`config.mk`:
```
export PLATFORM = sky130hd
export DESIGN_NAME = uart_rx_word_packer_flat
export DESIGN_NICKNAME = d
export VERILOG_FILES = /design/src/rtl/uart_rx_word_packer_if.sv /design/src/rtl/uart_rx_word_packer.sv /design/src/flat_wrapper.sv
export SDC_FILE = /design/constraint.sdc
export NUM_CORES = 1
export LEC_CHECK = 0
export BUFFER_PORTS_ARGS = -buffer_cell sky130_fd_sc_hd__clkbuf_2
export CORE_MARGIN = 5
export CORE_UTILIZATION = 45
export DETAILED_ROUTE_END_ITERATION = 8
export GPL_ROUTABILITY_DRIVEN = 0
export PLACE_DENSITY = 0.63
export SLEW_MARGIN = 20
export SYNTH_ARGS = -nofsm -noshare
export SYNTH_HDL_FRONTEND = slang
export SYNTH_SLANG_ARGS = --single-unit
```
`constraint.sdc`:
```
create_clock -name I_clk -period 5.35 [get_ports I_clk]
set_input_delay 0.8025 -clock I_clk [delete_from_list [all_inputs] [get_ports I_clk]]
set_output_delay 0.8025 -clock I_clk [all_outputs]
set_load 0.02 [all_outputs]
```
`src/rtl/uart_rx_word_packer_if.sv`:
```
// Byte-in / word-out bus bundle for uart_rx_word_packer.
// Latency: none. This file holds wiring only.
// Backpressure: none. The receiver strobes bytes and the memory takes every write.
interface uart_rx_word_packer_if #(
  parameter int ADDR_W = 14
);
  // UART receiver side: one-cycle byte strobe plus its data
  logic              I_rx_done;
  logic [7:0]        I_rx_data;
  // Memory write side: one-cycle write strobe plus address and word
  logic              O_wr_en;
  logic [ADDR_W-1:0] O_wr_addr;
  logic [31:0]       O_wr_data;

  // The packer takes bytes and drives the memory write port
  modport master (
    input  I_rx_done, I_rx_data,
    output O_wr_en, O_wr_addr, O_wr_data
  );

  // The environment drives bytes and observes writes
  modport slave (
    output I_rx_done, I_rx_data,
    input  O_wr_en, O_wr_addr, O_wr_data
  );
endinterface

```
`src/rtl/uart_rx_word_packer.sv`:
```
// Packs UART bytes little-endian into 32-bit words. It writes them to sequential word addresses and ends a load on an idle timeout.
// Latency: a write strobe follows the 4th byte by 1 cycle. A flush write follows the timeout by 1 cycle.
// Backpressure: none. A byte is taken on every I_rx_done in COLLECT, and the memory must accept every O_wr_en.
module uart_rx_word_packer #(
  parameter int TIMEOUT_CYCLES = 1000000,
  parameter int ADDR_W         = 14
) (
  input  logic                  I_clk,
  input  logic                  I_rst,
  input  logic                  I_en,
  uart_rx_word_packer_if.master bus,
  output logic [ADDR_W:0]       O_word_cnt,
  output logic                  O_busy,
  output logic                  O_done,
  output logic                  O_overflow
);

  localparam int TW = (TIMEOUT_CYCLES > 1) ? $clog2(TIMEOUT_CYCLES) : 1;
  localparam logic [TW-1:0]   TIMER_LAST = TW'(TIMEOUT_CYCLES - 1);
  localparam logic [ADDR_W:0] CNT_MAX    = {1'b1, {ADDR_W{1'b0}}};

  typedef enum logic [1:0] {ST_IDLE, ST_COLLECT, ST_FLUSH, ST_DONE} state_t;

  state_t            state_q, state_d;
  logic [1:0]        byte_idx_q;
  logic [31:0]       word_q;
  logic              have_byte_q;   // timer only runs once this load has seen a byte
  logic [TW-1:0]     timer_q;
  logic [ADDR_W-1:0] addr_q;
  logic [ADDR_W:0]   word_cnt_q;
  logic              overflow_q;
  logic              wr_en_q;
  logic [ADDR_W-1:0] wr_addr_q;
  logic [31:0]       wr_data_q;

  logic              start_load;
  logic              take_byte;
  logic              commit;        // a word (full or flushed partial) is written next cycle
  logic [31:0]       commit_data;

  // State register
  always_ff @(posedge I_clk or posedge I_rst) begin
    if (I_rst) state_q <= ST_IDLE;
    else       state_q <= state_d;
  end

  // Next-state and per-cycle control decode. Abort on I_en=0 takes priority over a byte or a timeout.
  always_comb begin
    state_d     = state_q;
    start_load  = 1'b0;
    take_byte   = 1'b0;
    commit      = 1'b0;
    commit_data = word_q;
    case (state_q)
      ST_IDLE: begin
        if (I_en) begin
          state_d    = ST_COLLECT;
          start_load = 1'b1;
        end
      end
      ST_COLLECT: begin
        if (!I_en) begin
          state_d = ST_IDLE;
        end else if (bus.I_rx_done) begin
          take_byte = 1'b1;
          if (byte_idx_q == 2'd3) begin
            commit      = 1'b1;
            commit_data = {bus.I_rx_data, word_q[23:0]};
          end
        end else if (have_byte_q && (timer_q == TIMER_LAST)) begin
          if (byte_idx_q != 2'd0) begin
            commit  = 1'b1;
            state_d = ST_FLUSH;
          end else begin
            state_d = ST_DONE;
          end
        end
      end
      ST_FLUSH: state_d = I_en ? ST_DONE : ST_IDLE;
      ST_DONE:  if (!I_en) state_d = ST_IDLE;
      default:  state_d = ST_IDLE;
    endcase
  end

  // Datapath: byte packing, idle timer, address/count bookkeeping and the registered write port
  always_ff @(posedge I_clk or posedge I_rst) begin
    if (I_rst) begin
      byte_idx_q  <= '0;
      word_q      <= '0;
      have_byte_q <= 1'b0;
      timer_q     <= '0;
      addr_q      <= '0;
      word_cnt_q  <= '0;
      overflow_q  <= 1'b0;
      wr_en_q     <= 1'b0;
      wr_addr_q   <= '0;
      wr_data_q   <= '0;
    end else begin
      wr_en_q <= commit;
      if (start_load) begin
        byte_idx_q  <= '0;
        word_q      <= '0;
        have_byte_q <= 1'b0;
        timer_q     <= '0;
        addr_q      <= '0;
        word_cnt_q  <= '0;
        overflow_q  <= 1'b0;
      end else begin
        if (take_byte) begin
          byte_idx_q  <= byte_idx_q + 2'd1;
          have_byte_q <= 1'b1;
          timer_q     <= '0;
          // The word buffer is zeroed once a full word leaves, so a later flush pads with zeros
          if (byte_idx_q == 2'd3) word_q <= '0;
          else                    word_q[{byte_idx_q, 3'b000} +: 8] <= bus.I_rx_data;
        end else if ((state_q == ST_COLLECT) && have_byte_q && I_en) begin
          timer_q <= timer_q + 1'b1;
        end
        if (commit) begin
          wr_addr_q <= addr_q;
          wr_data_q <= commit_data;
          addr_q    <= addr_q + 1'b1;
          if (addr_q == '1)          overflow_q <= 1'b1;
          if (word_cnt_q != CNT_MAX) word_cnt_q <= word_cnt_q + 1'b1;
          if (!take_byte) begin
            byte_idx_q <= '0;
            word_q     <= '0;
          end
        end
      end
    end
  end

  assign bus.O_wr_en   = wr_en_q;
  assign bus.O_wr_addr = wr_addr_q;
  assign bus.O_wr_data = wr_data_q;
  assign O_word_cnt    = word_cnt_q;
  assign O_overflow    = overflow_q;
  assign O_busy        = (state_q == ST_COLLECT) || (state_q == ST_FLUSH);
  assign O_done        = (state_q == ST_DONE);

endmodule
```
`src/flat_wrapper.sv`:
```
// flat-port wrapper written by rule: the top's interface ports become plain ports
module uart_rx_word_packer_flat 
#(
  parameter int TIMEOUT_CYCLES = 1000000,
  parameter int ADDR_W         = 14
)
  (I_clk, I_rst, I_en, O_word_cnt, O_busy, O_done, O_overflow, bus_I_rx_done, bus_I_rx_data, bus_O_wr_en, bus_O_wr_addr, bus_O_wr_data);
  uart_rx_word_packer_if #(.ADDR_W(ADDR_W)) bus_i ();
  input  logic I_clk;
  input  logic I_rst;
  input  logic I_en;
  output logic [ADDR_W:0] O_word_cnt;
  output logic O_busy;
  output logic O_done;
  output logic O_overflow;
  input wire logic [$bits(bus_i.I_rx_done)-1:0] bus_I_rx_done;
  input wire logic [$bits(bus_i.I_rx_data)-1:0] bus_I_rx_data;
  output wire logic [$bits(bus_i.O_wr_en)-1:0] bus_O_wr_en;
  output wire logic [$bits(bus_i.O_wr_addr)-1:0] bus_O_wr_addr;
  output wire logic [$bits(bus_i.O_wr_data)-1:0] bus_O_wr_data;
  assign bus_i.I_rx_done = bus_I_rx_done;
  assign bus_i.I_rx_data = bus_I_rx_data;
  assign bus_O_wr_en = bus_i.O_wr_en;
  assign bus_O_wr_addr = bus_i.O_wr_addr;
  assign bus_O_wr_data = bus_i.O_wr_data;
  uart_rx_word_packer #(.TIMEOUT_CYCLES(TIMEOUT_CYCLES), .ADDR_W(ADDR_W)) u_core (.I_clk(I_clk), .I_rst(I_rst), .I_en(I_en), .bus(bus_i), .O_word_cnt(O_word_cnt), .O_busy(O_busy), .O_done(O_done), .O_overflow(O_overflow));
endmodule
```
==> impl_metrics.env, run 1 <==
export IMPL_clk_path_buf_depth=2
export IMPL_crit_family="simple AND/OR/NAND/NOR gates"
export IMPL_synth_ff_type="dfrtp_1"
export IMPL_path_clk_slew_ns=0.06
export IMPL_maxCapViolations=0
export IMPL_grt_pass1_wl_um=23300
export IMPL_setup_viol=0
export IMPL_htreeDepth=4
export IMPL_antenna_found_initial=0
export IMPL_antenna_cells=0
export IMPL_num_rows=42
export IMPL_grt_remaining_overflow=0
export IMPL_power_density_mw_per_mm2=394
export IMPL_port_buffers=76
export IMPL_max_clock_freq_mhz=289
export IMPL_slew_violations=0
export IMPL_cts_resized=0
export IMPL_slowest_stage="or4b_2"
export IMPL_cts_tree="done"
export IMPL_synth_seq_cells=134
export IMPL_outcome="finished, final reports clean"
export IMPL_finalHoldViolations=0
export IMPL_reg2reg_depth=8
export IMPL_finClkSkew_ns=0.00681
export IMPL_synth_seq_area_share_pct=54.9
export IMPL_synth_xor_area_share_pct=2.15
export IMPL_postCtsSetupBuffers=0
export IMPL_final_common_cell="dfrtp_1"
export IMPL_coreArea_mm2=0.0133
export IMPL_die_area_mm2=0.0160
export IMPL_synth_edf_count=0
export IMPL_period_share_pct=64.7
export IMPL_cts_hold_buf=0
export IMPL_grt_use_met3_pct=4.88
export IMPL_grt_usage_pct=17.9
export IMPL_cts_root_buf="clkbuf_16"
export IMPL_slew_limit_headroom_pct=41.9
export IMPL_place_hpwl_um=9390
export IMPL_cp_start_kind="register"
export IMPL_grt_busiest_layer="met2"
export IMPL_synthMuxAreaShare_pct=9.31
export IMPL_synthAdderAreaFrac_pct=3.28
export IMPL_peakVddDrop_mv=0.193
export IMPL_synth_top_family_by_area="simple AND/OR/NAND/NOR gates"
export IMPL_drive_gt1_share_pct=24.7
export IMPL_async_flop_share_pct=100
export IMPL_synth_simple_area_share_pct=14.3
export IMPL_clock_sinks=134
export IMPL_final_min_clock_period_ns=3.46
export IMPL_postSynthCellCount=541
export IMPL_fp_dieH_um=127
export IMPL_worst_r2r_endpoint="u_core.bus.O_wr_data[19]$_DFFE_PP0P_"
export IMPL_worstPathRequired_ns=5.65
export IMPL_routedWlPerCell_um=17.4
export IMPL_layout_common_cells="dfrtp_1, clkbuf_2, a21oi_1"
export IMPL_max_stage_delay_ns=0.67
export IMPL_crit_type="reg -> reg"
export IMPL_drc=0
export IMPL_vias=4558
export IMPL_synth_fp_nets=569
export IMPL_clock_latency_ns=0.42
export IMPL_hp_class="in -> async"
export IMPL_worst_path_max_fanout=45
export IMPL_syn_to_final_growth_pct=18.8
export IMPL_synth_compound_area_share_pct=12.9
export IMPL_timing_hold_ws_ns=0.480
export IMPL_r2r_slack_ns=1.89
export IMPL_crit_chain="inv_1 -> ha_1 -> nand2_1 -> or4b_2 -> o21a_4 -> nor2_4 -> buf_4 -> mux2_2"
export IMPL_grt_max_degree=60
export IMPL_rsz0062_at_grt="false"
export IMPL_grt_util_met2_pct=27.8
export IMPL_tns_ns=0
export IMPL_postRouteAntennaNets=0
export IMPL_yosys_warnings=0
export IMPL_tightest_slew_ns=0.864
export IMPL_p_leak_nw=3.40
export IMPL_r2r_start="u_core.state_q[1]$_DFFE_PP0P_"
export IMPL_syn_cell_area_mm2=0.00611
export IMPL_drtIter0Drc=402
export IMPL_numCtsBuffers=17
export IMPL_cp_arrival_ns=3.76
export IMPL_firstDrtPassIters=5
export IMPL_routed_wirelength_um=14000
export IMPL_crit_buf_inv=2
export IMPL_finalCoreUtilization_pct=54.6
export IMPL_final_nets=643
export IMPL_start_util_pct=46.0
export IMPL_synthDistinctLibCells=46
export IMPL_worstSetupEndpointType="register"
export IMPL_synth_area_per_cell_um2=11.3
export IMPL_use_met1_pct=24.9
export IMPL_num_io_pins=77
export IMPL_die_x_um=127
export IMPL_vias_per_cell=5.67
export IMPL_grt_pass1_vias=4508
[logic make-up (layout without fill, tap and decap cells)]
family          Yosys count  count (layout)
compound gates          119             119
xor+xnor                 15              15
fa+ha+maj                16              16
buf+inv                  46             133
flops                   134             134
mux                      52              52
simple gates            159             159
[routing by layer]
metal	share of wire [%]	vias to the layer above	wire length, um
met5	0	-	0
li1	-	2141	-
met1	47	2283	6600
met4	0.95	0	133
met3	4.7	13	662
met2	47	121	6570
[worst reg2reg max path: stages, from the launching register on]
cell and delay, ns:
dfrtp_1 0.39, inv_1 0.13, ha_1 0.31, nand2_1 0.16, or4b_2 0.67, o21a_4 0.35, nor2_4 0.63, buf_4 0.35
mux2_2 0.36
[worst max path at each step]
stage,start,endpoint,slack [ns],cells after the start
finish,u_core.state_q[1]$_DFFE_PP0P_,u_core.bus.O_wr_data[19]$_DFFE_PP0P_,1.89,8
global route,u_core.state_q[1]$_DFFE_PP0P_,u_core.bus.O_wr_data[18]$_DFFE_PP0P_,1.66,8
detailed placement,bus_I_rx_done,u_core.bus.O_wr_data[18]$_DFFE_PP0P_,1.62,7
global placement,bus_I_rx_done,u_core.bus.O_wr_data[18]$_DFFE_PP0P_,1.68,7
floorplan,I_rst,u_core.O_overflow$_DFFE_PP0P_,0.96,1
CTS,u_core.state_q[1]$_DFFE_PP0P_,u_core.bus.O_wr_data[19]$_DFFE_PP0P_,1.89,8
[Yosys cell counts, types with 4 or more instances]
| library cell | n | area (um^2) |
|---|---|---|
| mux2_2 | 39 | 439 |
| o22ai_1 | 4 | 25.0 |
| nor2_1 | 34 | 128 |
| nand3_1 | 16 | 80.1 |
| nand4_1 | 15 | 93.8 |
| dfrtp_1 | 134 | 3350 |
| xnor2_1 | 5 | 43.8 |
| inv_1 | 20 | 75.1 |
| o31ai_1 | 11 | 82.6 |
| or4_1 | 14 | 105 |
| xor2_1 | 10 | 87.6 |
| a21oi_1 | 46 | 230 |
| or3_1 | 14 | 87.6 |
| clkbuf_1 | 18 | 67.6 |
| mux2i_1 | 13 | 130 |
| nor4_1 | 5 | 31.3 |
| ha_1 | 16 | 200 |
| nand2_1 | 31 | 116 |
| o21ai_0 | 13 | 65.1 |
| a22o_1 | 33 | 289 |
| nor3_1 | 7 | 35.0 |
[final cells by class]
class                      instances  area, um^2
fill                            1128        6040
clock buffer                      24         472
sequential                       134        3350
timing repair buffer              81         418
multi-input combinational        361        2570
tap                              176         220
inverter                          20        77.6
clock inverter                     8         146
[stage by stage]
| stage | total power [mW] | setup slack (ns) | instance area (um^2) | instances |
|---|---|---|---|---|
| floorplan | 1.50 | 0.965 | 6110 | 541 |
| global placement | 1.63 | 1.68 | 6640 | 772 |
| detailed placement | 1.65 | 1.62 | 6640 | 772 |
| CTS | 2.88 | 1.89 | 7260 | 804 |
| global route | 2.99 | 1.66 | 7260 | 804 |
| finish | 2.86 | 1.89 | 7260 | 804 |
[sequential cells by signal (all words and copies together) (netlist names)]
register,count
u_core.O_overflow,1
u_core.O_word_cnt,15
u_core.addr_q,14
u_core.bus.O_wr_addr,14
u_core.bus.O_wr_data,32
u_core.bus.O_wr_en,1
u_core.byte_idx_q,2
u_core.have_byte_q,1
u_core.state_q,2
u_core.timer_q,20
u_core.word_q,32
[power by group]
part	total, mW	internal (mW)	switching, mW
sequential	1.15	1.09	0.0655
clock	1.22	0.804	0.421
combinational	0.482	0.152	0.330
No activity file was read; power rests on OpenSTA's default activity.
==> run 2: changes to the inputs <==
==> constraint.sdc (replaced) <==
create_clock -name I_clk -period 3.5 [get_ports I_clk]
set_input_delay 0.525 -clock I_clk [delete_from_list [all_inputs] [get_ports I_clk]]
set_output_delay 0.525 -clock I_clk [all_outputs]
set_load 0.02 [all_outputs]
==> impl_metrics.env, run 2 (same netlist as run 1, synthesis figures left out) <==
export IMPL_antenna_found_initial=0
export IMPL_grt_pass1_wl_um=23500
export IMPL_outcome="finished, final reports clean"
export IMPL_grt_pass1_vias=4648
export IMPL_rsz0062_at_grt="false"
export IMPL_slew_limit_headroom_pct=39.3
export IMPL_worst_r2r_endpoint="u_core.bus.O_wr_data[7]$_DFFE_PP0P_"
export IMPL_cts_tree="done"
export IMPL_die_area_mm2=0.0160
export IMPL_num_io_pins=77
export IMPL_start_util_pct=46.0
export IMPL_period_share_pct=85.3
export IMPL_p_leak_nw=3.43
export IMPL_cts_resized=0
export IMPL_power_density_mw_per_mm2=601
export IMPL_postRouteAntennaNets=0
export IMPL_finClkSkew_ns=0.00871
export IMPL_grt_max_degree=66
export IMPL_place_hpwl_um=9380
export IMPL_r2r_start="u_core.byte_idx_q[0]$_DFF_PP0_"
export IMPL_crit_chain="inv_1 -> ha_1 -> or4b_2 -> o21a_4 -> nor2_4 -> buf_12 -> mux2_2"
export IMPL_worstSetupEndpointType="register"
export IMPL_routed_wirelength_um=14000
export IMPL_cp_start_kind="register"
export IMPL_htreeDepth=4
export IMPL_num_rows=42
export IMPL_drc=0
export IMPL_grt_usage_pct=18.2
export IMPL_fp_dieH_um=127
export IMPL_num_fill_cells=1118
export IMPL_maxCapViolations=0
export IMPL_slowest_stage="or4b_2"
export IMPL_syn_to_final_growth_pct=19.7
export IMPL_vias=4525
export IMPL_max_clock_freq_mhz=335
export IMPL_final_nets=646
export IMPL_clock_sinks=134
export IMPL_final_min_clock_period_ns=2.99
export IMPL_slew_violations=0
export IMPL_setup_viol=0
export IMPL_crit_type="reg -> reg"
export IMPL_worst_path_max_fanout=47
export IMPL_finalHoldViolations=0
export IMPL_postCtsSetupBuffers=0
export IMPL_die_x_um=127
export IMPL_r2r_slack_ns=0.51
export IMPL_cp_arrival_ns=3.29
export IMPL_port_buffers=76
export IMPL_path_clk_slew_ns=0.06
export IMPL_cts_hold_buf=0
export IMPL_antenna_cells=0
export IMPL_place_ws_ns=0.555
export IMPL_peakVddDrop_mv=0.310
export IMPL_firstDrtPassIters=4
export IMPL_clock_latency_ns=0.42
export IMPL_worstPathRequired_ns=3.80
export IMPL_vias_per_cell=5.61
export IMPL_fin_ws_ns=0.513
export IMPL_tns_ns=0
export IMPL_final_common_cell="dfrtp_1"
export IMPL_reg2reg_depth=7
export IMPL_timing_hold_ws_ns=0.142
export IMPL_tightest_slew_ns=0.902
export IMPL_totalPowerFinal_mw=4.39
export IMPL_drive_gt1_share_pct=25.7
export IMPL_clk_path_buf_depth=2
export IMPL_hp_class="in -> async"
export IMPL_grt_remaining_overflow=0
export IMPL_max_stage_delay_ns=0.71
export IMPL_drtIter0Drc=403
export IMPL_routedWlPerCell_um=17.3
export IMPL_numCtsBuffers=17
export IMPL_layout_common_cells="dfrtp_1, clkbuf_2, a21oi_1"
export IMPL_coreArea_mm2=0.0133
export IMPL_cts_root_buf="clkbuf_16"
==> run 2: cell types whose count changed in the layout (fill, tap and decap cells not counted), moves of 2 or more <==
cell,change
clkbuf_1,-5
clkinvlp_4,+2
clkbuf_8,+2
clkinv_4,+2
buf_12,+2
==> run 2: how the worst max path moves through the flow <==
stage | cells past startpoint | endpoint | from | slack [ns]
after global routing | 8 | u_core.bus.O_wr_data[27]$_DFFE_PP0P_ | u_core.byte_idx_q[0]$_DFF_PP0_ | 0.34
after global placement | 6 | u_core.word_q[5]$_DFF_PP0_ | bus_I_rx_done | 0.59
after detailed placement | 7 | u_core.bus.O_wr_data[21]$_DFFE_PP0P_ | u_core.byte_idx_q[0]$_DFF_PP0_ | 0.55
final | 7 | u_core.bus.O_wr_data[7]$_DFFE_PP0P_ | u_core.byte_idx_q[0]$_DFF_PP0_ | 0.51
after CTS | 8 | u_core.bus.O_wr_data[31]$_DFFE_PP0P_ | u_core.byte_idx_q[0]$_DFF_PP0_ | 0.53
after floorplan | 9 | u_core.bus.O_wr_addr[10]$_DFFE_PP0P_ | u_core.state_q[1]$_DFFE_PP0P_ | 0.81
==> run 2: power breakdown <==
part	total, mW	internal, mW	switching [mW]
logic	0.775	0.256	0.519
registers	1.76	1.66	0.102
clock network	1.86	1.20	0.662
total	4.39	3.11	1.28
==> run 2: area by class of cell <==
type	count	area, um^2	area share (%)
clock inverters	10	145	1.98
repair buffers	84	465	6.36
inverters	20	78.8	1.08
flip-flops and latches	134	3350	45.8
multi-input cells	361	2570	35.2
clock buffers	21	480	6.57
well taps	176	220	3.01
==> run 2: routing by layer <==
metal	GRT usage (%)	up-vias	routed length, um	share of wire (%)
met3	4.71	20	630	4.5
met2	28.9	102	6700	48
li1	-	2152	-	-
met4	7.32	0	231	1.7
met1	23.8	2251	6400	46
met5	0	-	0	0
==> run 2: worst max-delay path: cells and delay by family (launching register included) <==
kind | cells | cell delay [ns]
adder cells (fa/ha/maj) | 1 | 0.32
multiplexers | 1 | 0.37
flip-flops | 1 | 0.48
AND/OR/NAND/NOR | 2 | 0.86
buffers and inverters | 2 | 0.44
AO/OA/AOI/OAI | 1 | 0.36
==> run 2: stage by stage <==
step / area, um^2 / cells / utilization [%]
after CTS: 7310 / 806 / 55.0
after floorplan: 6120 / 541 / -
after detailed placement: 6690 / 775 / 50.3
after global routing: 7310 / 806 / 55.0
final: 7310 / 806 / 55.0
after global placement: 6690 / 775 / 50.3
